--- src/rtl/alu_issue.sv ---
// alu_issue: sequential initiator for the shared combinational ALU in the
// execute stage. Takes one decoded RV32I integer/branch micro-op from IDU,
// drives the external ALU for one pass (integer ops) or two passes
// (branches: compare, then target add), and presents the registered
// result to WBU over a valid/ready handshake.
module alu_issue #(
  parameter int XLEN = 32,
  parameter int RD_W = 5
) (
  input  logic            clk,
  input  logic            rst,
  // IDU side
  input  logic            in_valid_i,
  output logic            in_ready_o,
  input  logic [XLEN-1:0] in_pc_i,
  input  logic [XLEN-1:0] in_rs1_i,
  input  logic [XLEN-1:0] in_rs2_i,
  input  logic [XLEN-1:0] in_imm_i,
  input  logic [2:0]      in_funct3_i,
  input  logic            in_funct7b5_i,
  input  logic [2:0]      in_kind_i,
  input  logic [RD_W-1:0] in_rd_i,
  // shared ALU
  output logic [XLEN-1:0] alu_r1_o,
  output logic [XLEN-1:0] alu_r2_o,
  output logic [3:0]      alu_sub_o,
  output logic            alu_enable_o,
  input  logic [XLEN-1:0] alu_sum_i,
  input  logic            alu_overflow_i,
  // WBU side
  output logic            out_valid_o,
  input  logic            out_ready_i,
  output logic [XLEN-1:0] out_result_o,
  output logic [RD_W-1:0] out_rd_o,
  output logic            out_wen_o,
  output logic            out_br_taken_o,
  output logic [XLEN-1:0] out_br_target_o
);

  // ALU operation codes understood by the shared ALU.
  localparam logic [3:0] ALU_ADD  = 4'b0000;
  localparam logic [3:0] ALU_SUB  = 4'b0001;
  localparam logic [3:0] ALU_AND  = 4'b0011;
  localparam logic [3:0] ALU_OR   = 4'b0100;
  localparam logic [3:0] ALU_XOR  = 4'b0101;
  localparam logic [3:0] ALU_SLT  = 4'b0110;
  localparam logic [3:0] ALU_SLTU = 4'b0111;
  localparam logic [3:0] ALU_SLL  = 4'b1000;
  localparam logic [3:0] ALU_SRL  = 4'b1001;
  localparam logic [3:0] ALU_SRA  = 4'b1010;
  localparam logic [3:0] ALU_EQ   = 4'b1011;

  // Micro-op kinds; encodings 5-7 are illegal.
  localparam logic [2:0] KIND_OP     = 3'd0;
  localparam logic [2:0] KIND_OPIMM  = 3'd1;
  localparam logic [2:0] KIND_BRANCH = 3'd2;
  localparam logic [2:0] KIND_LUI    = 3'd3;
  localparam logic [2:0] KIND_AUIPC  = 3'd4;

  typedef enum logic [1:0] {
    IDLE   = 2'd0,
    EXEC   = 2'd1,
    BR_TGT = 2'd2,
    DONE   = 2'd3
  } state_t;

  typedef struct packed {
    logic [XLEN-1:0] pc;
    logic [XLEN-1:0] rs1;
    logic [XLEN-1:0] rs2;
    logic [XLEN-1:0] imm;
    logic [2:0]      funct3;
    logic            funct7b5;
    logic [2:0]      kind;
    logic [RD_W-1:0] rd;
  } uop_t;

  state_t          state_q, state_d;
  uop_t            op_q;
  logic [XLEN-1:0] out_result_q;
  logic [RD_W-1:0] out_rd_q;
  logic            out_wen_q;
  logic            br_taken_q;
  logic [XLEN-1:0] br_target_q;

  // Decode of the latched micro-op for the EXEC pass.
  logic            kind_legal;
  logic            is_branch;
  logic            branch_legal;
  logic [XLEN-1:0] exec_r1;
  logic [XLEN-1:0] exec_r2;
  logic [3:0]      exec_op;

  // Debug-only ALU flag; intentionally not consumed by the datapath.
  logic unused_ok;
  assign unused_ok = alu_overflow_i;

  // State register.
  always_ff @(posedge clk) begin
    if (rst) state_q <= IDLE;
    // NOTE: sequential state uses non-blocking assignment so every flop
    // samples pre-edge values regardless of block ordering.
    else     state_q <= state_d;
  end

  // Operand and opcode selection for the EXEC pass.
  always_comb begin
    // NOTE: every combinational output gets a default first so no path
    // through the case leaves it unassigned (which would infer a latch).
    kind_legal   = 1'b1;
    is_branch    = 1'b0;
    branch_legal = 1'b0;
    exec_r1      = '0;
    exec_r2      = '0;
    exec_op      = ALU_ADD;
    unique case (op_q.kind)
      KIND_OP, KIND_OPIMM: begin
        exec_r1 = op_q.rs1;
        exec_r2 = (op_q.kind == KIND_OP) ? op_q.rs2 : op_q.imm;
        unique case (op_q.funct3)
          3'b000: exec_op = (op_q.kind == KIND_OP && op_q.funct7b5) ? ALU_SUB : ALU_ADD;
          3'b001: exec_op = ALU_SLL;
          3'b010: exec_op = ALU_SLT;
          3'b011: exec_op = ALU_SLTU;
          3'b100: exec_op = ALU_XOR;
          3'b101: exec_op = op_q.funct7b5 ? ALU_SRA : ALU_SRL;
          3'b110: exec_op = ALU_OR;
          default: exec_op = ALU_AND;
        endcase
      end
      KIND_BRANCH: begin
        is_branch = 1'b1;
        unique case (op_q.funct3)
          3'b000, 3'b001: begin branch_legal = 1'b1; exec_op = ALU_EQ;   end
          3'b100, 3'b101: begin branch_legal = 1'b1; exec_op = ALU_SLT;  end
          3'b110, 3'b111: begin branch_legal = 1'b1; exec_op = ALU_SLTU; end
          default:        branch_legal = 1'b0;
        endcase
        // An illegal branch leaves the ALU idle.
        if (branch_legal) begin
          exec_r1 = op_q.rs1;
          exec_r2 = op_q.rs2;
        end else begin
          exec_op = ALU_ADD;
        end
      end
      KIND_LUI: begin
        exec_r1 = '0;
        exec_r2 = op_q.imm;
      end
      KIND_AUIPC: begin
        exec_r1 = op_q.pc;
        exec_r2 = op_q.imm;
      end
      default: kind_legal = 1'b0;
    endcase
  end

  // Next-state logic.
  always_comb begin
    state_d = state_q;
    unique case (state_q)
      IDLE:    if (in_valid_i) state_d = EXEC;
      EXEC:    state_d = (is_branch && branch_legal) ? BR_TGT : DONE;
      BR_TGT:  state_d = DONE;
      default: if (out_ready_i) state_d = IDLE;
    endcase
  end

  // Outputs decoded from state: handshakes and ALU drive.
  always_comb begin
    in_ready_o   = 1'b0;
    out_valid_o  = 1'b0;
    alu_enable_o = 1'b0;
    alu_r1_o     = '0;
    alu_r2_o     = '0;
    alu_sub_o    = ALU_ADD;
    unique case (state_q)
      IDLE: in_ready_o = 1'b1;
      EXEC: begin
        if (kind_legal && (!is_branch || branch_legal)) begin
          alu_enable_o = 1'b1;
          alu_r1_o     = exec_r1;
          alu_r2_o     = exec_r2;
          alu_sub_o    = exec_op;
        end
      end
      BR_TGT: begin
        alu_enable_o = 1'b1;
        alu_r1_o     = op_q.pc;
        alu_r2_o     = op_q.imm;
        alu_sub_o    = ALU_ADD;
      end
      default: out_valid_o = 1'b1;
    endcase
  end

  // Micro-op latch and registered result/branch outputs.
  always_ff @(posedge clk) begin
    if (rst) begin
      op_q         <= '0;
      out_result_q <= '0;
      out_rd_q     <= '0;
      out_wen_q    <= 1'b0;
      br_taken_q   <= 1'b0;
      br_target_q  <= '0;
    end else begin
      unique case (state_q)
        IDLE: begin
          if (in_valid_i) begin
            op_q.pc       <= in_pc_i;
            op_q.rs1      <= in_rs1_i;
            op_q.rs2      <= in_rs2_i;
            op_q.imm      <= in_imm_i;
            op_q.funct3   <= in_funct3_i;
            op_q.funct7b5 <= in_funct7b5_i;
            op_q.kind     <= in_kind_i;
            op_q.rd       <= in_rd_i;
          end
        end
        EXEC: begin
          out_rd_q    <= op_q.rd;
          br_target_q <= '0;
          if (!kind_legal) begin
            out_result_q <= '0;
            out_wen_q    <= 1'b0;
            br_taken_q   <= 1'b0;
          end else if (is_branch) begin
            out_result_q <= '0;
            out_wen_q    <= 1'b0;
            // Odd funct3 (BNE/BGE/BGEU) is the inverse of the compare.
            br_taken_q   <= branch_legal && (alu_sum_i[0] ^ op_q.funct3[0]);
          end else begin
            out_result_q <= alu_sum_i;
            out_wen_q    <= (op_q.rd != '0);
            br_taken_q   <= 1'b0;
          end
        end
        BR_TGT: br_target_q <= br_taken_q ? alu_sum_i : '0;
        default: ;
      endcase
    end
  end

  assign out_result_o    = out_result_q;
  assign out_rd_o        = out_rd_q;
  assign out_wen_o       = out_wen_q;
  assign out_br_taken_o  = br_taken_q;
  assign out_br_target_o = br_target_q;

endmodule

--- config.mk ---
export PLATFORM = sky130hd
export DESIGN_NAME = alu_issue
export DESIGN_NICKNAME = d
export VERILOG_FILES = /design/src/rtl/alu_issue.sv
export SDC_FILE = /design/constraint.sdc
export NUM_CORES = 1
export LEC_CHECK = 0
export ABC_CLOCK_PERIOD_IN_PS = 2800
export BUFFER_PORTS_ARGS = -buffer_cell sky130_fd_sc_hd__buf_2
export CAP_MARGIN = 20
export CORE_MARGIN = 5
export CORE_UTILIZATION = 40
export CTS_CLUSTER_SIZE = 28
export DETAILED_ROUTE_END_ITERATION = 8
export PLACE_DENSITY = 0.69
export RECOVER_POWER = 100
export SETUP_SLACK_MARGIN = 0.05
export SLEW_MARGIN = 0
export SYNTH_ARGS = -nofsm -noshare
export SYNTH_HDL_FRONTEND = slang
export SYNTH_SLANG_ARGS = --single-unit
--- constraint.sdc ---
create_clock -name clk -period 2.8 [get_ports clk]
set_clock_uncertainty 0.15 [all_clocks]
set_input_delay 0.28 -clock clk [delete_from_list [all_inputs] [get_ports clk]]
set_output_delay 0.28 -clock clk [all_outputs]
set_load 0.02 [all_outputs]
Yosys cells after proc, flatten, opt, wreduce, memory -nomap -nowiden. Cells that the tools add are included.

Input bits: 177. Word-level logic and storage cells: 89. Output and inout bits: 142. Flip-flop bits (word level): 213.

Reductions and logical operators: 22. Bitwise operators: 1. Equality and inequality tests: 14. Mux-type cells: 38.

Operator list (number): $mux 32 (8); $pmux 32 s2 (3); $pmux 32 s3 (2); $pmux 4 s7 (1); $eq 3x3->1 const B (5); $mux 1 (14); $eq 3x2->1 const B (4); $mux 4 (3); $pmux 4 s3 (1); $reduce_or 2->1 (5); $pmux 4 s2 (1); $eq 3x1->1 const B (2); $logic_not 3->1 (2); $mux 2 (3); $pmux 2 s3 (1); $reduce_or 6->1 (1); $reduce_bool 5->1 (1); $reduce_or 5->1 (1); $logic_and 1x1->1 (4); $reduce_and 2->1 (2); $reduce_bool 4->1 (1); $reduce_or 3->1 (1); $eq 2x1->1 const B (1); $eq 2x2->1 const B (1); 7 further kinds (7).

Longest topological paths before layout. Gate-level depths: netlist of the first run.

Depth after elaboration: 9. Depth in mapped cells: 8. Gate-level depth less buffers: 6.

Worst setup path before layout of the first run. No wires, ideal clock.

Path type: flip-flop to output port. From: register state_q[1]. To: output alu_r2_o[10]. Arrival: 1681 ps. Cell stages (with the launch flop): 9. Setup slack: 689 ps. Required time: 2370 ps. Path through: dfxtp_1 -> inv_1 -> ha_1 -> buf_2 -> nand2b_1 -> a211oi_2 -> buf_2 -> a32oi_1 -> nor2b_1.

Longest elaborated chain between the ends: 2. Elaborated cells on any way between the ends: 3.

Ends and longest elaborated chain: start: declaration (RTL line 78) `state_t state_q, state_d;`; start signal: assignment (RTL line 103) `else state_q <= state_d;`; $eq 2x2->1 / $eq 2x1->1 (equally long branches) (RTL line 178) `unique case (state_q)`; $pmux 32 s2 * (RTL line 178); end: declaration (RTL line 25) `output logic [XLEN-1:0] alu_r2_o,`.

Every way passes the cells marked *; elsewhere a longest branch is shown, timed or not.

Worst setup path after layout of the first run.
From: register state_q[1]. To: output alu_r1_o[13].

Longest elaborated chain between the ends: 2. Elaborated cells on any way between the ends: 3.

Ends and longest elaborated chain: $eq 2x2->1 / $eq 2x1->1 (equally long branches) (RTL line 178); $pmux 32 s2 * (RTL line 178); end: declaration (RTL line 24) `output logic [XLEN-1:0] alu_r1_o,`.

Marks and branches as above.

==> reports/qor.csv, run 1 <==
metric,value,unit
timing.final.hold_violations,0,
avgRoutedWirePerCell,16.8,um
synth-xor-area-share,0.0925,%
async_flop_share,0,%
setup_tns,0,ns
synth_top_family_by_area,simple AND/OR/NAND/NOR gates,
slew_headroom,26.9,%
crit_fanout,32,
hp-class,primary input to register,
place.gp.congestion,0.848,
clk_latency,0.50,ns
peakVddDrop,0.621,mV
cts.sinks,213,
synth_most_common_cell,nand2_1,
antenna_found_initial,3,
path_delay_family,buffers and inverters,
die_x,164,um
drt_iter0_drc,940,
cp_cell_sequence,inv_2 -> ha_1 -> and2_1 -> buf_12 -> nand2_1 -> o21ai_1 -> clkbuf_2,
syn-instance-count,1269,
slowest_delay,0.40,ns
synth_top_area_share,45.1,%
cts_tree,yes,
die_y,164,um
grt.overflow.total,0,
io_pins,319,
syn-cell-area,9460,sq um
yosys-top-cells-count,"nand2_1, a21oi_1, dfxtp_1",
grt_util_met3,5.95,%
max_cap_viol_count,0,
synthSimpleGateAreaFrac,28.3,%
outcome,"complete, no violations",
synthToLayoutAreaGrowth,46.6,%
drt_first_pass_iters,6,
setup_violations,0,
power_density,779,nW/um^2
syn_nets,1450,
layout_min_cycle_time,2.71,ns
crit_buf_inv,3,
start_util,40.4,%
required,2.37,ns
synth_area_leaders,"dfxtp_1, a21oi_1, nand2_1, nor2b_1, clkbuf_1",
whs,0.125,ns
netlist-cell-type-count,36,
yosysSeqAreaShare,45.1,%
maxClockFrequency,369,MHz
yosys.area_share.adder,0.529,%
via_per_inst,5.22,
synthMuxAreaShare,0.846,%
fin_nets,1882,
fin_cells,2040,
slew_viol_final,0,
grt.met1_usage,29.4,%
die_area,26800,sq um
drc,0,
worst_pin_slew,1.09,ns
clockBufferDepth,3,
row_count,56,
htree_levels,1,
yosysTopAreaCell,dfxtp_1,
postRouteAntennaNets,0,
grt_util_all_layers,24.1,%
vias,10645,
total_leakage_power,5.53,nW
avgSynthCellArea,7.46,sq um
grt-busiest-layer,met2,
p_total,10.8,mW
clk_pin_slew,0.06,ns
dpl.cell_count,1818,
grt_util_met2,40.9,%
grt_pass1_vias,10489,
period_share,96.8,%
critPathCaptureType,output port,
cp.arrival,2.28,ns
critPathLaunchType,register,
routed_wl,34300,um
ys_ff_latch,213,
cts_buffers,24,
synthesis.yosys.warnings,0,
place.detailed.hpwl,20300,um
rsz0062_at_grt,true,
portBuffers,317,
crit_slowest_cell,dfxtp_1,
final_layout_size_suffix_gt1_share,18.8,%
grt_pass1_wl,53600,um
grt_max_degree,97,
synth_flop_cell,dfxtp_1,
synth_edf_count,0,
coreArea,23400,sq um
crit_type,register to output port,
clock-root-buffer,clkbuf_16,
synth-compound-area-share,20.1,%
==> per-layer routing <==
metal	up-vias	routed length, um	part of all wire (%)
li1	5082	-	-
met1	4971	13700	40
met2	495	16300	48
met3	95	2920	8.5
met4	2	1280	3.7
met5	-	13	0.038
==> cell families (layout without fill, tap and decap cells) <==
group,Yosys count,in the layout
compound gates,350,350
mux,8,8
flops,213,213
other cells,0,3
simple gates,577,578
buf+inv,116,564
fa+ha+maj,4,4
xor+xnor,1,1
==> area by class of cell <==
class	instances	area [sq um]
sequential	213	4270
timing repair buffer	517	3620
inverter	4	15.0
fill	2117	9530
antenna	3	7.51
clock inverter	2	12.5
multi-input combinational	941	4820
tap	319	399
clock buffer	41	736
==> path summary, 6_finish.rpt <==
| path | start | endpoint | slack, ns | cells after the start |
|---|---|---|---|---|
| setup / recovery | state_q[1] | alu_r1_o[13] | 0.09 | 7 |
| hold / removal | rst | op_q[125] | 0.13 | 2 |
| setup reg to reg | state_q[1] | out_br_target_o[28] | 0.23 | 7 |
| hold reg to reg | op_q[27] | op_q[27] | 0.30 | 2 |
==> metrics by stage <==
step / setup WS [ns] / utilization [%] / area, sq um
after global routing: 0.0214 / 59.3 / 13900
after CTS: 0.0540 / 59.3 / 13900
final: 0.0892 / 59.3 / 13900
after detailed placement: 0.416 / 48.4 / 11300
after floorplan: 0.689 / - / 9460
after global placement: 0.456 / 48.4 / 11300
==> layout by cell type (no fill, tap or decap), types with 5 or more instances in the layout <==
| cell | n |
|---|---|
| clkbuf_16 | 25 |
| dfxtp_1 | 208 |
| a32oi_1 | 28 |
| clkbuf_2 | 55 |
| a21oi_1 | 274 |
| buf_12 | 12 |
| clkbuf_1 | 88 |
| nor2_1 | 75 |
| mux2i_1 | 8 |
| dfxtp_2 | 5 |
| nand2b_1 | 37 |
| nor2b_1 | 98 |
| dlygate4sd3_1 | 172 |
| o21ai_0 | 14 |
| buf_2 | 184 |
| nand2_1 | 315 |
| clkbuf_8 | 5 |
| o21ai_1 | 21 |
| nand3b_1 | 33 |
| buf_4 | 11 |
==> repair_timing <==
item / CTS / global route
hold endpoints to repair: 205 / 0
cloned: 1 / 2
setup buffers: 1 / 0
pin swaps: 1 / 0
resized for setup: 21 / 39
setup endpoints to repair: 64 / 64
hold buffers: 172 / 0
==> registers in the layout, indices dropped and copies added, names as in the netlist <==
signal           count
op_q               140
out_br_taken_o       1
out_br_target_o     32
out_rd_o             5
out_result_o        32
out_wen_o            1
state_q              2
==> report_power, final <==
| group | switching (mW) | internal [mW] | leakage [nW] |
|---|---|---|---|
| registers | 0.331 | 3.50 | 1.74 |
| logic | 2.52 | 1.45 | 3.43 |
| clock network | 1.23 | 1.77 | 0.361 |
Note: power is estimated with default switching activity, not from simulation.
==> run 2, diff against run 1 <==
- ABC_AREA: not set -> 1
- GPL_TIMING_DRIVEN: not set -> 0
==> run 2 against run 1 <==
Compared with the run above: count of clock-buffer cells in the layout is 5 lower; synthesized cell count grew 5.8%; design area grew 0.79%; critical endpoint is now alu_r1_o[4]; non-clock buffer count rose by 87.
==> reports/qor.csv, run 2 <==
metric,value,unit,change
timing.final.hold_violations,0,,unchanged
avgSynthCellArea,6.91,sq um,-7.3%
place.gp.congestion,0.854,,+0.81%
hp-class,primary input to register,,
grt.overflow.total,0,,unchanged
coreArea,22800,sq um,-2.7%
netlist-cell-type-count,25,,-31%
final_util,61.4,%,+2.1 points
async_flop_share,0,%,unchanged
setup_tns,0,ns,unchanged
htree_levels,1,,unchanged
timing.rr.end,op_q[64],,
drt_first_pass_iters,5,,-1
crit_fanout,10,,-69%
maxClockFrequency,374,MHz,+1.3%
p_total,13.1,mW,+21%
synth_area_leaders,"dfxtp_1, nor2_1, nand2_1, a21oi_1, o21ai_0",,
portBuffers,317,,unchanged
io_pins,319,,unchanged
syn_nets,1524,,+5.1%
synth_top_area_share,45.9,%,+0.87 points
synth_edf_count,0,,unchanged
clock-root-buffer,clkbuf_16,,
cts.sinks,213,,unchanged
grt_util_all_layers,26.6,%,+2.5 points
hold_path_startpoint,out_ready_i,,
finalWorstSetupSlack,0.124,ns,+0.0349 ns
ys_ff_latch,213,,unchanged
drc,0,,unchanged
die_x,162,um,-0.89%
max_cap_viol_count,0,,unchanged
grt_pass1_wl,56900,um,+6.3%
cts_buffers,25,,+4.2%
seqCellArea,4270,sq um,about the same
grt_max_degree,14,,-86%
met3_length,2950,um,+1.1%
crit_type,register to output port,,
synth_flop_cell,dfxtp_1,,
start_util,40.8,%,+0.32 points
clockBufferDepth,3,,unchanged
worstRegToRegCells,9,,+2
multiInputGateArea,4430,sq um,-8.0%
final_cell_mix,"nor2_1, nand2_1, dfxtp_1",,
clk_pin_slew,0.06,ns,about the same
critPathCaptureType,output port,,
setup_violations,0,,unchanged
cp.arrival,2.25,ns,-0.03 ns
final_layout_size_suffix_gt1_share,19.1,%,+0.30 points
critPathLaunchType,register,,
via_per_inst,5.11,,-2.0%
syn-instance-count,1343,,+5.8%
avgRoutedWirePerCell,16.8,um,about the same
dr_wl_met2,17600,um,+7.6%
outcome,"complete, no violations",,
fin_nets,2047,,+8.8%
power_density,938,nW/um^2,+20%
vias,11242,,+5.6%
syn-cell-area,9290,sq um,-1.9%
postRouteAntennaNets,0,,unchanged
largest-register,op_q,,
largest_reg_flops,140,,unchanged
whs,0.102,ns,-0.0233 ns
die_y,162,um,-0.89%
peakVddDrop,0.478,mV,-23%
nFillCells,2109,,-0.38%
total_leakage_power,5.82,nW,+5.2%
row_count,55,,-1.8%
post-place-ws,0.0393,ns,-0.376 ns
worstHoldEndpoint,state_q[1],,
slew_headroom,43.5,%,+17 points
timing.rr.start,state_q[0],,
wirelength_met1,15100,um,+9.6%
yosys-top-cells-count,"nor2_1, nand2_1, dfxtp_1",,
route.top_layer_used,met5,,
whs_path_depth,4,,+2
die_area,26400,sq um,-1.8%
synthesis.yosys.warnings,0,,unchanged
slew_viol_final,0,,unchanged
clk_latency,0.54,ns,+0.04 ns
yosysTopAreaCell,dfxtp_1,,
worst_pin_slew,0.847,ns,-0.246 ns
synthToLayoutAreaGrowth,50.6,%,
antenna_found_initial,4,,+1
routed_wl,37000,um,+7.8%
yosysSeqAreaShare,45.9,%,+0.87 points
layout_min_cycle_time,2.68,ns,-0.0349 ns
rsz0062_at_grt,true,,
required,2.37,ns,about the same
place.detailed.hpwl,25000,um,+23%
drt_iter0_drc,860,,-8.5%
period_share,95.6,%,-1.2 points
cts_tree,yes,,
rrSetupSlack,0.29,ns,+0.06 ns
grt_pass1_vias,10831,,+3.3%
final_common_cell,nor2_1,,
synth_most_common_cell,nor2_1,,
run 2: cell types whose count changed in the layout (fill, tap and decap cells not counted), sizes merged, moves of 14 or more:
cell    previous run  this run
buf              213       227
nand2b            38         0
o21ai             36       150
nand3              1       100
nor2b             98         0
a22oi              2        32
nand3b            33         0
a32oi             32         0
inv                4        53
nand2            316       246
clkbuf           173       241
a21oi            274       149
nor2              75       282
run 2: timing repair:
action / CTS / global route
hold buffers: 172 / 0
setup endpoints to repair: 66 / 66
hold endpoints to repair: 205 / 0
resized for setup: 34 / 44
pin swaps: 2 / 5
buffers inserted: 4 / 2
cloned: 0 / 1
run 2: cell type report:
class / instances / area share [%]
clock buffer: 36 / 5.13
timing repair buffer: 496 / 23.7
antenna: 1 / 0.0179
sequential: 213 / 30.5
clock inverter: 10 / 1.03
buffer: 108 / 3.76
tap: 313 / 2.80
inverter: 51 / 1.39
multi-input combinational: 971 / 31.7
run 2: cell families after synthesis:
family | count (synthesis) | synth area share, %
flops | 213 | 45.9
xor+xnor | 1 | 0.0943
buf+inv | 159 | 7.09
fa+ha+maj | 4 | 0.539
compound gates | 334 | 18.9
simple gates | 632 | 27.4
run 2: metrics by stage:
step                      instances  cell area (sq um)
final                          2199              14000
after global routing           2199              14000
after CTS                      2195              14000
after detailed placement       1973              11300
after global placement         1973              11300
after floorplan                1343               9290
run 2: routing by layer:
layer | GRT usage, % | vias to the layer above
met5 | 0 | -
met4 | 9.15 | 6
met3 | 5.69 | 105
met2 | 45.3 | 517
met1 | 33.4 | 5162
li1 | - | 5452
run 2: how the worst max path moves through the flow:
stage                         endpoint  slack [ns]  startpoint  cells after the start
after floorplan           alu_r1_o[10]        0.83  state_q[0]                      6
after global placement    alu_r1_o[18]        0.04  state_q[0]                      7
after detailed placement  alu_r1_o[18]        0.04  state_q[0]                      7
after CTS                  alu_r1_o[3]        0.05  state_q[1]                      7
after global routing      alu_r2_o[30]        0.01  state_q[0]                      9
final                      alu_r1_o[4]        0.12  state_q[0]                      7
run 2: power by group:
part	leakage [nW]	switching, mW	total, mW	internal [mW]
clock	0.427	1.33	3.39	2.07
combinational	3.64	3.82	5.59	1.77
sequential	1.75	0.408	4.14	3.73
run 2: worst max-delay path: stages, from the launching register on:
cell,delay [ns]
dfxtp_1,0.38
inv_1,0.09
ha_1,0.35
inv_4,0.17
buf_4,0.23
clkbuf_4,0.25
a21oi_1,0.07
buf_2,0.17
==> run 3, diff against run 2 <==
- PLACE_DENSITY: 0.69 -> not set
- PLACE_DENSITY_LB_ADDON: not set -> 0.08
==> run 3 against run 2 <==
Compared with the run above: sequential share of layout area rose by 0.41 points; design area fell by 1.4%; clock power fell by 12%; critical path depth up 1; combinational power fell by 3%; hold slack about the same; wire length decreased by 5.0%; fmax shrank 0.16%; via count fell by 3.8%; die area unchanged; critical path type unchanged; critical endpoint is now alu_r2_o[11].
==> reports/qor.csv, run 3 (synthesis results as in run 2) <==
metric,value,unit,change
outcome,"complete, no violations",,
grt.overflow.total,0,,unchanged
timing.rr.start,state_q[0],,
die_x,162,um,unchanged
place.gp.congestion,0.811,,-5.0%
die_y,162,um,unchanged
maxClockFrequency,373,MHz,-0.16%
clk_pin_slew,0.06,ns,about the same
largest-register,op_q,,
row_count,55,,unchanged
grt_pass1_vias,10466,,-3.4%
timing.final.hold_violations,0,,unchanged
crit_fanout,10,,unchanged
critPathCaptureType,output port,,
routed_wl,35100,um,-5.0%
max_cap_viol_count,0,,unchanged
grt_util_all_layers,25.3,%,-1.3 points
startpoint,op_q[11],,
p_switching,5.39,mW,-3.0%
clockBufferDepth,3,,unchanged
cts_tree,yes,,
rrSetupSlack,0.31,ns,+0.02 ns
coreArea,22800,sq um,unchanged
worstRegToRegCells,8,,-1
sw_frac_of_total,42.9,%,+0.62 points
final_common_cell,nor2_1,,
slew_viol_final,0,,unchanged
final_cell_mix,"nor2_1, nand2_1, dfxtp_1",,
via_per_inst,4.93,,-3.5%
final_layout_size_suffix_gt1_share,18.2,%,-0.86 points
setup_tns,0,ns,unchanged
period_share,95.7,%,+0.15 points
seqPwrFrac,32.8,%,+1.3 points
clk_latency,0.52,ns,-0.02 ns
drt_iter0_drc,678,,-21%
hp-class,primary input to register,,
slew_headroom,52.4,%,+8.8 points
io_pins,319,,unchanged
rsz0062_at_grt,true,,
portBuffers,317,,unchanged
total_leakage_power,5.74,nW,-1.4%
htree_levels,1,,unchanged
setup_violations,0,,unchanged
grt_pass1_wl,54400,um,-4.5%
postRouteAntennaNets,0,,unchanged
placed_area,11300,sq um,unchanged
crit_path_end,alu_r2_o[11],,
synthToLayoutAreaGrowth,48.5,%,
peakVddDrop,0.468,mV,-2.1%
worst_pin_slew,0.714,ns,-0.133 ns
grt_max_degree,13,,-1
largest_reg_flops,140,,unchanged
layout_min_cycle_time,2.68,ns,+0.00429 ns
intPower,7.15,mW,-5.5%
whs,0.102,ns,+0.000222 ns
drt_first_pass_iters,5,,unchanged
vias,10820,,-3.8%
clock-root-buffer,clkbuf_16,,
crit_type,register to output port,,
diodes,0,,-1
cp.arrival,2.25,ns,about the same
fin_nets,2047,,unchanged
drc,0,,unchanged
timing.rr.end,op_q[28],,
power_frac_comb,43.4,%,+0.8 points
stdcell_area,13800,sq um,-1.4%
critPathLaunchType,register,,
place.detailed.hpwl,24300,um,-2.8%
cts.sinks,213,,unchanged
start_util,40.8,%,unchanged
required,2.37,ns,about the same
power_density,909,nW/um^2,-3.1%
clockPowerShare,23.8,%,-2.1 points
cts_buffers,25,,unchanged
antenna_found_initial,1,,-3
avgRoutedWirePerCell,16.0,um,-4.7%
die_area,26400,sq um,unchanged
==> run 3: changes by cell type in the layout (fill, tap and decap cells not counted), moves of 2 or more <==
cell / delta
a21oi_1: +5
a21oi_2: -5
clkbuf_1: +4
buf_4: -3
bufinv_16: -3
clkbuf_2: +3
buf_2: -2
dfxtp_1: +2
dfxtp_2: -2
==> run 3: through the flow <==
step	worst slack (ns)	std cells	power, mW	util, %
3_5_place_dp	0.0775	1973	9.18	49.4
2_1_floorplan	0.828	1343	7.43	-
4_1_cts	0.0490	2188	12.5	60.5
5_1_grt	0.0141	2194	13.4	60.5
6_report	0.120	2194	12.5	60.5
3_3_place_gp	0.0517	1973	9.14	49.4
==> run 3: timing repair <==
item | 4_1_cts | 5_1_grt
buffers inserted | 1 | 4
endpoints found under the setup margin | 65 | 64
pin swaps | 1 | 4
hold buffers | 172 | 0
gates cloned | 0 | 2
hold endpoints to repair | 205 | 0
resized for setup | 23 | 44
==> run 3: worst max-delay path, cell delays in order, from the launching register on <==
cell and delay (ns):
dfxtp_1 0.48, inv_2 0.09, nand2_1 0.13, nand3_2 0.17
nand2_4 0.15, buf_4 0.18, nand3_1 0.12, a21oi_2 0.20
buf_2 0.20
==> run 3: how the worst min path moves through the flow <==
stage                     start               end  slack (ns)  cells after the start
6_report            out_ready_i        state_q[0]        0.10                      4
5_1_grt             out_ready_i        state_q[0]        0.13                      4
4_1_cts             out_ready_i        state_q[0]        0.08                      4
3_5_place_dp   out_result_o[22]  out_result_o[22]        0.30                      2
3_3_place_gp   out_result_o[30]  out_result_o[30]        0.30                      2
2_1_floorplan      alu_sum_i[0]   out_result_o[0]        0.27                      2
==> run 3: layout make-up <==
type / count / area [sq um]
timing repair buffer: 496 / 3270
fill: 2222 / 8990
tap: 313 / 392
multi-input combinational: 971 / 4410
inverter: 51 / 194
sequential: 213 / 4270
buffer: 108 / 524
clock inverter: 7 / 38.8
clock buffer: 35 / 693
==> run 3: metal layers <==
layer  vias up  GRT usage [%]  part of all wire (%)
li1       5446              -                     -
met1      4951           31.9                    42
met2       355           44.1                    48
met3        66           4.91                   6.7
met4         2           7.15                   2.6
met5         -              0                 0.037
==> run 3: power by group through the flow <==
| stage | Clock, mW | Sequential, mW | Combinational [mW] |
|---|---|---|---|
| final | 2.98 | 4.12 | 5.44 |
| after global routing | 3.17 | 4.19 | 6.00 |
| after CTS | 3.04 | 4.10 | 5.34 |
| after detailed placement | 0 | 4.16 | 5.02 |
| after global placement | 0 | 4.13 | 5.01 |
| after floorplan | 0 | 4.25 | 3.18 |
